===== src/rtl/fp_mul_pkg.sv =====
// Shared constants and types for the FP multiply significand path.
package fp_mul_pkg;

    localparam int unsigned MAN_W  = 24;
    localparam int unsigned PROD_W = 2 * MAN_W;
    localparam int unsigned N_DIG  = (MAN_W + 2) / 2;
    localparam int unsigned ACC_W  = PROD_W + 2;
    localparam int unsigned PP_W   = MAN_W + 2;
    localparam int unsigned BX_W   = MAN_W + 3;
    localparam int unsigned CNT_W  = 4;

    typedef enum logic [1:0] {IDLE, BUSY, DONE} booth_state_t;
    typedef enum logic [2:0] {BZ, BP1, BP2, BM1, BM2} booth_dig_t;

endpackage


===== src/rtl/fp_booth_r4_sel.sv =====
// Radix-4 Booth triplet decode and signed partial-product select (0, +/-A, +/-2A).
module fp_booth_r4_sel
    import fp_mul_pkg::*;
(
    input  logic [2:0]       trip_i,
    input  logic [MAN_W-1:0] a_i,
    output logic [PP_W-1:0]  pp_o
);

    booth_dig_t      dig;
    logic [PP_W-1:0] a_ext;

    assign a_ext = {2'b00, a_i};

    always_comb begin
        dig = BZ;
        unique case (trip_i)
            3'b000, 3'b111: dig = BZ;
            3'b001, 3'b010: dig = BP1;
            3'b011:         dig = BP2;
            3'b100:         dig = BM2;
            3'b101, 3'b110: dig = BM1;
            default:        dig = BZ;
        endcase
    end

    always_comb begin
        pp_o = '0;
        unique case (dig)
            BZ:      pp_o = '0;
            BP1:     pp_o = a_ext;
            BP2:     pp_o = a_ext << 1;
            BM1:     pp_o = -a_ext;
            BM2:     pp_o = -(a_ext << 1);
            default: pp_o = '0;
        endcase
    end

endmodule


===== src/rtl/fp_mul_booth_seq.sv =====
// Multicycle radix-4 Booth significand multiplier: one Booth digit per cycle,
// 13-cycle latency, valid/ready on both sides.
module fp_mul_booth_seq
    import fp_mul_pkg::*;
(
    input  logic              clk,
    input  logic              rst_n,
    input  logic              in_valid,
    output logic              in_ready,
    input  logic [MAN_W-2:0]  frc_X,
    input  logic [MAN_W-2:0]  frc_Y,
    input  logic              sub_X,
    input  logic              sub_Y,
    output logic              out_valid,
    input  logic              out_ready,
    output logic [PROD_W-1:0] frc_Z_full,
    output logic              norm_n,
    output logic              busy
);

    localparam logic [CNT_W-1:0] LAST_DIG = CNT_W'(N_DIG - 1);

    booth_state_t      state_q, state_d;
    logic [MAN_W-1:0]  a_q, a_d;
    logic [BX_W-1:0]   b_q, b_d;
    logic [CNT_W-1:0]  cnt_q, cnt_d;
    logic [ACC_W-1:0]  acc_q, acc_d;
    logic [PROD_W-1:0] prod_q, prod_d;
    logic              norm_q, norm_d;

    logic [PP_W-1:0]   pp;
    logic [ACC_W-1:0]  pp_ext;
    logic [ACC_W-1:0]  pp_sh;

    // b_q holds {zero-ext, B, b[-1]} and shifts right two bits per digit,
    // so the current triplet is always b_q[2:0].
    fp_booth_r4_sel u_sel (
        .trip_i (b_q[2:0]),
        .a_i    (a_q),
        .pp_o   (pp)
    );

    assign pp_ext = {{(ACC_W-PP_W){pp[PP_W-1]}}, pp};
    assign pp_sh  = pp_ext << {cnt_q, 1'b0};

    always_comb begin
        state_d = state_q;
        a_d     = a_q;
        b_d     = b_q;
        cnt_d   = cnt_q;
        acc_d   = acc_q;
        prod_d  = prod_q;
        norm_d  = norm_q;
        unique case (state_q)
            IDLE: begin
                if (in_valid) begin
                    a_d     = {~sub_X, frc_X};
                    b_d     = {2'b00, ~sub_Y, frc_Y, 1'b0};
                    cnt_d   = '0;
                    acc_d   = '0;
                    state_d = BUSY;
                end
            end
            BUSY: begin
                acc_d = acc_q + pp_sh;
                b_d   = b_q >> 2;
                cnt_d = cnt_q + 1'b1;
                if (cnt_q == LAST_DIG) begin
                    prod_d  = acc_d[PROD_W-1:0];
                    norm_d  = acc_d[PROD_W-1];
                    state_d = DONE;
                end
            end
            DONE: begin
                if (out_ready) state_d = IDLE;
            end
            default: state_d = IDLE;
        endcase
    end

    always_ff @(posedge clk or negedge rst_n) begin
        if (!rst_n) begin
            state_q <= IDLE;
            a_q     <= '0;
            b_q     <= '0;
            cnt_q   <= '0;
            acc_q   <= '0;
            prod_q  <= '0;
            norm_q  <= 1'b0;
        end else begin
            state_q <= state_d;
            a_q     <= a_d;
            b_q     <= b_d;
            cnt_q   <= cnt_d;
            acc_q   <= acc_d;
            prod_q  <= prod_d;
            norm_q  <= norm_d;
        end
    end

    assign in_ready   = (state_q == IDLE);
    assign busy       = (state_q == BUSY);
    assign out_valid  = (state_q == DONE);
    assign frc_Z_full = prod_q;
    assign norm_n     = norm_q;

    // Unsigned operands guarantee a non-negative product below 2^48.
    a_acc_range: assert property (@(posedge clk) disable iff (!rst_n)
        (state_q == BUSY && cnt_q == LAST_DIG) |-> (acc_d[ACC_W-1:PROD_W] == '0));

endmodule


===== config.mk =====
export PLATFORM = sky130hd
export DESIGN_NAME = fp_mul_booth_seq
export DESIGN_NICKNAME = d
export VERILOG_FILES = /design/src/rtl/fp_mul_pkg.sv /design/src/rtl/fp_booth_r4_sel.sv /design/src/rtl/fp_mul_booth_seq.sv
export SDC_FILE = /design/constraint.sdc
export NUM_CORES = 1
export LEC_CHECK = 0
export ABC_CLOCK_PERIOD_IN_PS = 7520
export BUFFER_PORTS_ARGS = -buffer_cell sky130_fd_sc_hd__clkbuf_2
export CORE_AREA = 2 2 129 181
export CTS_CLUSTER_DIAMETER = 200
export DETAILED_ROUTE_END_ITERATION = 7
export DIE_AREA = 0 0 131 183
export PLACE_DENSITY = 0.68
export RECOVER_POWER = 100
export SYNTH_ARGS = -nofsm -noshare
export SYNTH_HDL_FRONTEND = slang
export SYNTH_HIERARCHICAL = 1
export SYNTH_SLANG_ARGS = --single-unit

===== constraint.sdc =====
create_clock -name clk -period 7.52 [get_ports clk]
set_input_delay 1.504 -clock clk [delete_from_list [all_inputs] [get_ports clk]]
set_output_delay 1.504 -clock clk [all_outputs]
set_load 0.01 [all_outputs]

# ---- Word-level counts from Yosys, hierarchy flattened
# Memory sizes are Yosys's and may differ from the RTL's.
# Cells that the tools add are included.
dict set report op_classes {
  mux 11
  n_eq_ne 10
  div_mod_pow 0
  reduce_logical 6
  shifts 1
  bitwise_logic 2
  addsub 4
  n_mul 0
  magnitude_cmp 0
}
# cell n
set ops {}
lappend ops {{26-bit one-hot mux with 4 select lines} 1}
lappend ops {{50-bit one-hot mux with 2 select lines} 1}
lappend ops {{27-bit one-hot mux with 2 select lines} 1}
lappend ops {{50-bit adder} 1}
lappend ops {{50-bit 2-to-1 mux} 1}
lappend ops {{50-bit by 5-bit left shift with 50-bit output} 1}
lappend ops {{27-bit 2-to-1 mux} 1}
lappend ops {{24-bit negation with 26-bit output} 1}
lappend ops {{25-bit negation with 26-bit output} 1}
lappend ops {{4-bit one-hot mux with 2 select lines} 1}
lappend ops {{3-bit by 2-bit equality test with 1-bit output, second input constant} 2}
lappend ops {{2-bit 2-to-1 mux} 3}
lappend ops {{2-bit one-hot mux with 3 select lines} 1}
lappend ops {{2-bit AND reduction} 3}
lappend ops {{4-bit by 1-bit adder with 4-bit output, second input constant} 1}
lappend ops {{4-bit equality test, second input constant} 1}
lappend ops {{4-bit 2-to-1 mux} 1}
lappend ops {{2-bit by 1-bit != test with 1-bit output, second input constant} 2}
lappend ops {{3-bit by 1-bit equality test with 1-bit output, second input constant} 1}
lappend ops {{3-bit equality test, second input constant} 1}
lappend ops {{3-bit AND reduction} 1}
lappend ops {{2-bit by 1-bit equality test with 1-bit output, second input constant} 1}
lappend ops {{2-bit equality test, second input constant} 1}
lappend ops {{2-bit logical NOT} 1}
lappend ops {{3 further kinds} 4}
dict set report totals {
  reg_bits 156
  ram_bits 0
  romBits 24
  wordCells 42
  latchBits 0
  inputBits 52
  output_inout_bits 52
  mem_count 1
}
# memory depth width rd rd_clocked_by_memory_dff wr line_no
set mem_list {}
lappend mem_list {{(no name shown)} 8 3 1 0 0 fp_booth_r4_sel.sv:17} ;# unique case (trip_i)

# ---- Logic depth before layout (Yosys ltp)
# Gate-level depths: netlist (run 1).
# An unclocked memory read counts as a cell.
dict set report depth {
  ltp_word 6
  depth_mapped 26
  mapped_depth_nobuf 25
}

# ---- Modules after synthesis
# Netlist (run 1), hierarchy kept.
# mod seq_area_each_um2 area_per_inst_um2 instances cells_each
set modules_own_cells {}
lappend modules_own_cells {fp_mul_booth_seq 3778.6 9788.1 1 1175}
lappend modules_own_cells {fp_booth_r4_sel 0.0 1246.2 1 200}

# ---- Worst setup path after synthesis (run 1)
# No wires, ideal clock.
dict set report synth_path {
  path_kind {reg2reg}
  from {register a_q[0]}
  to {register prod_q[47], in the netlist frc_Z_full[47]}
  synth_period_minus_slack_ps 5391
  setup_ps 132
  t_required_ps 7388
  arrival_ps 5259
  stages_incl_launch_ff 21
  slack_ps 2129
  path_buffers 0
  path_cell_list {dfrtp_1 inv_1 ha_1 or3b_2 or4_4 or3_1 xor2_1 a221o_1 mux4_2 mux2_2 o2bb2ai_1 ha_1 and2_1 and3_4 a221oi_4 a211oi_1 o31ai_2 nand2_1 a221oi_2 xnor2_1 o21ai_1}
}
dict set report synth_between {
  elab_chain_cells 4
  word_cells_on_any_way 5
  classes_between {3 x add/sub; 1 x shift; 1 x mux}
}
# item line_no
set synth_lines {}
lappend synth_lines {{start: declaration} fp_mul_booth_seq.sv:24} ;# logic [MAN_W-1:0] a_q, a_d;
lappend synth_lines {{start signal: assignment} fp_mul_booth_seq.sv:84} ;# a_q <= '0;
lappend synth_lines {{start signal: assignment} fp_mul_booth_seq.sv:92} ;# a_q <= a_d;
lappend synth_lines {{25-bit negation with 26-bit output or 24-bit negation with 26-bit output (tied branches)} {fp_booth_r4_sel.sv:34, fp_booth_r4_sel.sv:33}}
lappend synth_lines {{26-bit one-hot mux with 4 select lines (*)} fp_booth_r4_sel.sv:29} ;# unique case (dig)
lappend synth_lines {{net pp[12]} fp_mul_booth_seq.sv:31} ;# logic [PP_W-1:0] pp;
lappend synth_lines {{50-bit by 5-bit left shift with 50-bit output (*)} fp_mul_booth_seq.sv:44} ;# assign pp_sh = pp_ext << {cnt_q, 1'b0};
lappend synth_lines {{50-bit adder (*)} fp_mul_booth_seq.sv:65} ;# acc_d = acc_q + pp_sh;
lappend synth_lines {{end signal: assignment} fp_mul_booth_seq.sv:96} ;# prod_q <= prod_d;
lappend synth_lines {{end: declaration} fp_mul_booth_seq.sv:28} ;# logic [PROD_W-1:0] prod_q, prod_d;
# Mark *: on every way through the listed nets, which the timed path passes. The rest lies on a longest branch.
# A chain may end at the register's enable or synchronous reset.

# ---- Worst setup path after layout (run 1)
# Same ends and word-level chain as after synthesis.

==> results of run 1 <==
layer usage:
layer	up-vias	GRT usage (%)	share of wire [%]	routed length (microns)
met5	-	0	0	0
met2	287	44.17	49	14960
met3	55	3.617	3.8	1150
li1	5052	-	-	-
met4	0	9.745	3.0	900
met1	4789	33.94	44	13330
layout by cell type (no fill, tap or decap), drive strengths merged, types with 9 or more instances in the layout:
| cell | instances |
|---|---|
| nor2b | 12 |
| o211ai | 10 |
| nand3 | 55 |
| a221o | 12 |
| a22o | 14 |
| mux2i | 26 |
| nor4 | 9 |
| xnor2 | 26 |
| o22ai | 30 |
| a22oi | 11 |
| o31ai | 9 |
| nor2 | 126 |
| a211oi | 16 |
| ha | 52 |
| dfrtp | 151 |
| a21oi | 108 |
| xor2 | 29 |
| nor3 | 30 |
| and2 | 10 |
| o21ai | 118 |
| inv | 24 |
| nand4 | 20 |
| nand2 | 241 |
| o21bai | 15 |
| mux2 | 11 |
| clkbuf | 129 |
| a21o | 18 |
| buf | 11 |
area by class of cell:
cell class	instances	area, sq um
timing repair buffer	118	546.8
tap	301	376.6
inverter	25	93.84
clock buffer	22	494.2
multi-input combinational	1107	6699
clock inverter	10	116.4
sequential	151	3779
fill	2190	10260
worst min-delay path: cells and delay by family (launching register included):
kind / cells / cell delay (ns)
AND/OR/NAND/NOR: 2 / 0.10
flip-flops: 1 / 0.34
Yosys cell counts (15+ instances only):
cell type	count	share of area (%)
o22ai_1	30	1.7
mux2i_1	26	2.4
inv_1	22	0.75
a21o_1	18	1.2
xor2_1	29	2.3
o21ai_1	22	1.0
a21oi_1	106	4.8
clkbuf_1	74	2.5
o21bai_1	15	1.0
ha_1	52	5.9
nor2_1	126	4.3
nand4_1	18	1.0
nor3_1	30	1.4
o21ai_0	93	4.2
xnor2_1	26	2.1
nand2_1	240	8.2
nand3_1	55	2.5
a211oi_1	15	1.0
dfrtp_1	151	34
state kept, by name (all words and copies together) (netlist names):
register and cells:
cnt_q 4, acc_q 48, a_q 24, b_q 25
state_q 2, frc_Z_full 48
path summary, 6_finish.rpt:
check                      slack [ns]  depth (start not counted)              to
max reg2reg                      1.04                         20  frc_Z_full[47]
min                              0.47                          2  frc_Z_full[10]
min in group asynchronous        2.58                          1          a_q[8]
max in group asynchronous        2.37                          2  frc_Z_full[38]
max                              1.04                         20  frc_Z_full[47]
min reg2reg                      0.47                          2  frc_Z_full[10]
logic make-up after synthesis:
kind of cell	synth area share [%]
buffers and inverters	4.536
adder cells (fa/ha/maj)	6.078
multiplexers	3.889
AND/OR/NAND/NOR	22.13
AO/OA/AOI/OAI	24.75
XOR/XNOR	4.366
flip-flops	34.24
metrics by stage:
stage | utilization [%] | worst slack [ns] | cell area (sq um) | hold WS, ns | cells
after floorplan | - | 2.129 | 11030 | 0.4438 | 1375
after global placement | 52.11 | 1.507 | 11650 | 0.4594 | 1702
after detailed placement | 52.11 | 1.476 | 11650 | 0.4629 | 1702
after CTS | 54.84 | 1.462 | 12260 | 0.4779 | 1734
after global routing | 54.13 | 0.4661 | 12110 | 0.4965 | 1734
final | 54.13 | 1.042 | 12110 | 0.4729 | 1734
==> summary.md, run 1 <==
| Metric | Value |
|---|---|
| Antenna cells | 0 |
| Final Hold Viols | 0 |
| Final min period | about 6.5 ns |
| Syn Std Cell Area | about 11000 sq um |
| Clk_skew | a little under 0.01 ns |
| Worst-path maximum fanout | 6 |
| Buffers & Inverters on Critical Path | 1 |
| Syn nets | 1480 |
| EDFF count, synth | 0 |
| Antenna violations before repair | 0 |
| Synth Instances | between 1000 and 1500 |
| Gr ovfl total | 0 |
| Clock latency on the worst-skew pair | ~0.45 ns |
| Die H | about 180 microns |
| Routability congestion estimate | 0.9717 |
| Avg WL per Cell | 17.50 microns |
| Final WL | between 30 and 40 mm |
| Post-CTS Resized | 0 |
| Antenna Nets Post-Route | 0 |
| Classification of the worst setup path | reg -> reg |
| Failing checks | capacitance limit, slew limit |
| WP data required | ~7.7 ns |
| CTS root buffer | clkbuf_16 |
| Htree depth | 4 |
| Area delta synth->final | 9.707% |
| CP Launch Type | flop |
| Reg clk slew, reported paths | roughly 0.070 ns |
| Maxcap violations | 5 |
| Overall Global Routing Usage | 26.20% |
| Crit path arrival time | about 6.7 ns |
| First-pass GRT wire length | a little under 50 mm |
| Crit. End Element | flop |
| Warning count from the yosys run | 6 |
| Initial DRC count | ~700 |
| Max Buffers Root-to-Sink | 2 |
| Via count | approximately 10000 |
| Drt drc | 0 |
| Setup TNS | 0 ns |
| I/O Pins | 104 |
| Asr flop ratio synth | 100.0% |
| Ys flop type | dfrtp_1 |
| Post-CTS Repair Setup Buffers | 0 |
| CTS tree | done |
| Launch point of the worst path | a_q[0] |
| Mean Syn Cell Area | between 8 and 9 sq um |
| CP max stage cell | or3b_2 |
| Clock sinks | between 150 and 200 |
| Worst Hold Launch | frc_Z_full[10] |
| Initial Util | ~49% |
| Crit-path leading delay family | compound AO/OA/AOI/OAI gates |
| Die extent in x | roughly 130 microns |
| RSZ-0062 raised after global routing | no |
| Pins Over Slew Limit | 292 |
| DIE AREA | about 24000 sq um |
| Fraction of layout cells with a size suffix above 1 | under 10% |
| Outcome | complete, but fails checks |
| Min-Delay Path Class | reg -> reg |
| TritonRoute pass-1 iters | 8 |
| Seq/Total Area, Yosys | 34.24% |
| Synth cell types | 80 |
| Crit share post-route | between 80% and 90% |
| Total CTS buffers | 17 |
| Vias in the first global route | ~9600 |
| Core Area | between 20000 and 25000 sq um |
| Hold_buf cts | 0 |
| DP HPWL | 22.16 mm |
| Fmax achieved | about 150 MHz |
| Vias per inst | just under 6 |
| Largest net degree at the start of global routing | 84 |
| Layout Nets | between 1500 and 2000 |
| Slew @ Worst Pin | 4.333 ns |
| # port buffers | about 100 |
| Crit-path max cell delay | around 0.52 ns |
| FF+latch count, synth | between 150 and 200 |
| Max transition margin | -188.8% |
| Crit path cell chain | inv_1, ha_1, or3b_2, or4_1, or3_1, xor2_1, a221o_1, mux4_2, a21oi_1, o22ai_1, ha_1, and3_1, and3_1, a221oi_1, a211oi_1, o31ai_2, nand2_1, a221oi_2, xnor2_1, o21ai_1 |
| Num rows | 65 |
| Worst r2r src | a_q[0] |
| Final setup viols | 0 |
Power of run 1 is not shown: default switching activity piles up to over one toggle a cycle in this logic, so the estimate is an artifact.
==> run 2: changes to the inputs <==
--- a/config.mk
+++ b/config.mk
@@ -6,12 +6,11 @@
 export NUM_CORES = 1
 export LEC_CHECK = 0
 export ABC_CLOCK_PERIOD_IN_PS = 7520
-export BUFFER_PORTS_ARGS = -buffer_cell sky130_fd_sc_hd__clkbuf_2
 export CORE_AREA = 2 2 129 181
 export CTS_CLUSTER_DIAMETER = 200
 export DETAILED_ROUTE_END_ITERATION = 7
 export DIE_AREA = 0 0 131 183
-export PLACE_DENSITY = 0.68
+export DONT_BUFFER_PORTS = 1
 export RECOVER_POWER = 100
 export SYNTH_ARGS = -nofsm -noshare
 export SYNTH_HDL_FRONTEND = slang
==> run 2 against run 1 <==
  * The run still ends with capacitance limit, slew limit left
  * Final area shrank 3.9%
  * Clock skew grew 0.0031 ns
  * Critical path depth is the same
  * Worst hold slack gained 0.030 ns
  * Utilization shrank 2.1 points
  * Highest routed layer unchanged
  * Flip-flop and latch count is the same
  * Non-clock buffer count shrank 107
  * Routed wire length grew 0.15%
  * Worst setup slack lost 0.16 ns
  * Final cell count shrank 6.2%
  * Sequential share of layout area grew 1.3 points
  * Via count shrank 4.4%
==> summary.md, run 2 (synthesized netlist as in run 1, its figures left out) <==
| Metric | Value |
|---|---|
| Crit path cell chain | ha_1, nor2b_1, o21ai_0, clkbuf_1, o311ai_0, mux2_1, nor2_1, a21oi_1, a21oi_1, nor2_1, ha_1, a21o_1, a21oi_1, nand3b_1, o211a_1, o21ai_0, a211oi_4, o21ai_4, a2111oi_2, or3_1 |
| Worst r2r src | b_q[1] |
| Die extent in x | approximately 130 microns |
| First-pass GRT wire length | about 50 mm |
| Layout Nets | 1418 |
| Crit. End Element | flop |
| Antenna Nets Post-Route | 0 |
| Max Buffers Root-to-Sink | 2 |
| Final Hold Viols | 0 |
| WP data required | roughly 7.8 ns |
| Commonest non-fill, non-tap cell in the layout | nand2_1 |
| Outcome | complete, but fails checks |
| I/O Pins | between 100 and 150 |
| Hold_buf cts | 0 |
| Drt drc | 0 |
| Final setup viols | 0 |
| Met1 usage | 33.92% |
| Register area | 3779 sq um |
| Worst hold stages | 2 |
| Vias per inst | 5.987 |
| Initial Util | 49.34% |
| Failing checks | capacitance limit, slew limit |
| Worst-path maximum fanout | 16 |
| R2R depth | 20 |
| Levels on crit path | 20 |
| Reg clk slew, reported paths | 0.06 ns |
| Multi-input combinational cell area | ~6700 sq um |
| Clock sinks | ~150 |
| Fillers | around 2200 |
| Core Area | about 22000 sq um |
| Crit share post-route | between 80% and 90% |
| Die H | 183 microns |
| Slew @ Worst Pin | ~4 ns |
| Num rows | 65 |
| Final WL | a little over 30 mm |
| Final min period | around 6.6 ns |
| Post-CTS Repair Setup Buffers | 0 |
| Via count | around 9700 |
| Maxcap violations | 3 |
| Launch point of the worst path | b_q[1] |
| Crit-path max cell delay | slightly above 0.7 ns |
| CP max stage cell | o21ai_0 |
| Initial DRC count | 821 |
| Area delta synth->final | 5.375% |
| Fmax achieved | between 150 and 200 MHz |
| Htree depth | 4 |
| Vias in the first global route | 9567 |
| Crit path arrival time | between 6 and 7 ns |
| Pins Over Slew Limit | 210 |
| Worst reg2reg endpoint | acc_q[44] |
| Met3 track demand over resource | 4.142% |
| Min-Delay Path Class | reg -> reg |
| Crit-path leading delay family | compound AO/OA/AOI/OAI gates |
| Max transition margin | -164.0% |
| Setup slack, reg-to-reg | about 0.88 ns |
| Antenna violations before repair | 0 |
| Total CTS buffers | 17 |
| Post-CTS Resized | 0 |
| Most used cell, CP | a21oi_1 |
| Grt peak-use layer | met2 |
| Gr ovfl total | 0 |
| CP Launch Type | flop |
| Largest net degree at the start of global routing | around 150 |
| Overall Global Routing Usage | a little over a quarter |
| Clock latency on the worst-skew pair | 0.45 ns |
| DP HPWL | around 22 mm |
| Met2 Use GR | ~45% |
| RSZ-0062 raised after global routing | no |
| Buffers & Inverters on Critical Path | 1 |
| DIE AREA | ~24000 sq um |
| Crit path capture | acc_q[44] |
| Antenna cells | 0 |
| Commonest cells after routing, fill and taps aside | nand2_1 (240), dfrtp_1 (151), nor2_1 (124) |
| # placed instances | approximately 1600 |
| TritonRoute pass-1 iters | 5 |
| # port buffers | 0 |
| Fraction of layout cells with a size suffix above 1 | roughly 5.8% |
| Classification of the worst setup path | reg -> reg |
| Routability congestion estimate | ~0.94 |
| Setup TNS | 0 ns |
| CTS root buffer | clkbuf_16 |
| Cell Count, Final, Fillers Out | around 1600 |
| Avg WL per Cell | 18.69 microns |
| Clk_skew | approximately 0.013 ns |
| CTS tree | done |
[run 2: changes by cell type in the layout (fill, tap and decap cells not counted), sizes merged]
| cell | before | now |
|---|---|---|
| clkbuf | 129 | 24 |
| buf | 11 | 7 |
| clkinvlp | 2 | 4 |
| inv | 24 | 23 |
[run 2: worst min path at each step]
stage,from,to
finish,b_q[3],b_q[3]
global route,b_q[22],b_q[22]
CTS,b_q[3],b_q[3]
detailed placement,b_q[18],b_q[18]
global placement,b_q[3],b_q[3]
floorplan,a_q[14],a_q[14]
[run 2: metrics by stage]
step                area (sq um)  worst slack, ns  util, %  hold slack (ns)
CTS                        11660            1.475    52.16           0.5070
global route               11630           0.4853    51.99           0.5259
finish                     11630           0.8815    51.99           0.5024
global placement           11100            1.512    49.64           0.4796
floorplan                  11030            2.129        -           0.4438
detailed placement         11100            1.490    49.64           0.4890
[run 2: worst min-delay path, delay by kind of cell, from the launching register on]
kind | cells | cell delay [ns]
DFF | 1 | 0.34
and+or+nand+nor | 2 | 0.12
[run 2: metal layers]
| layer | wire length, microns | part of all wire, % |
|---|---|---|
| met5 | 0 | 0 |
| met4 | 767 | 2.5 |
| met3 | 1424 | 4.7 |
| met1 | 13070 | 43 |
| met2 | 15120 | 50 |
[run 2: layout make-up]
type	count	share of cell area [%]
clock buffer	20	3.756
clock inverter	11	1.087
inverter	25	0.8071
multi-input combinational	1107	58.02
sequential	151	32.50
tap	301	3.239
timing repair buffer	11	0.5918
Power of run 2 is left out for the same reason.
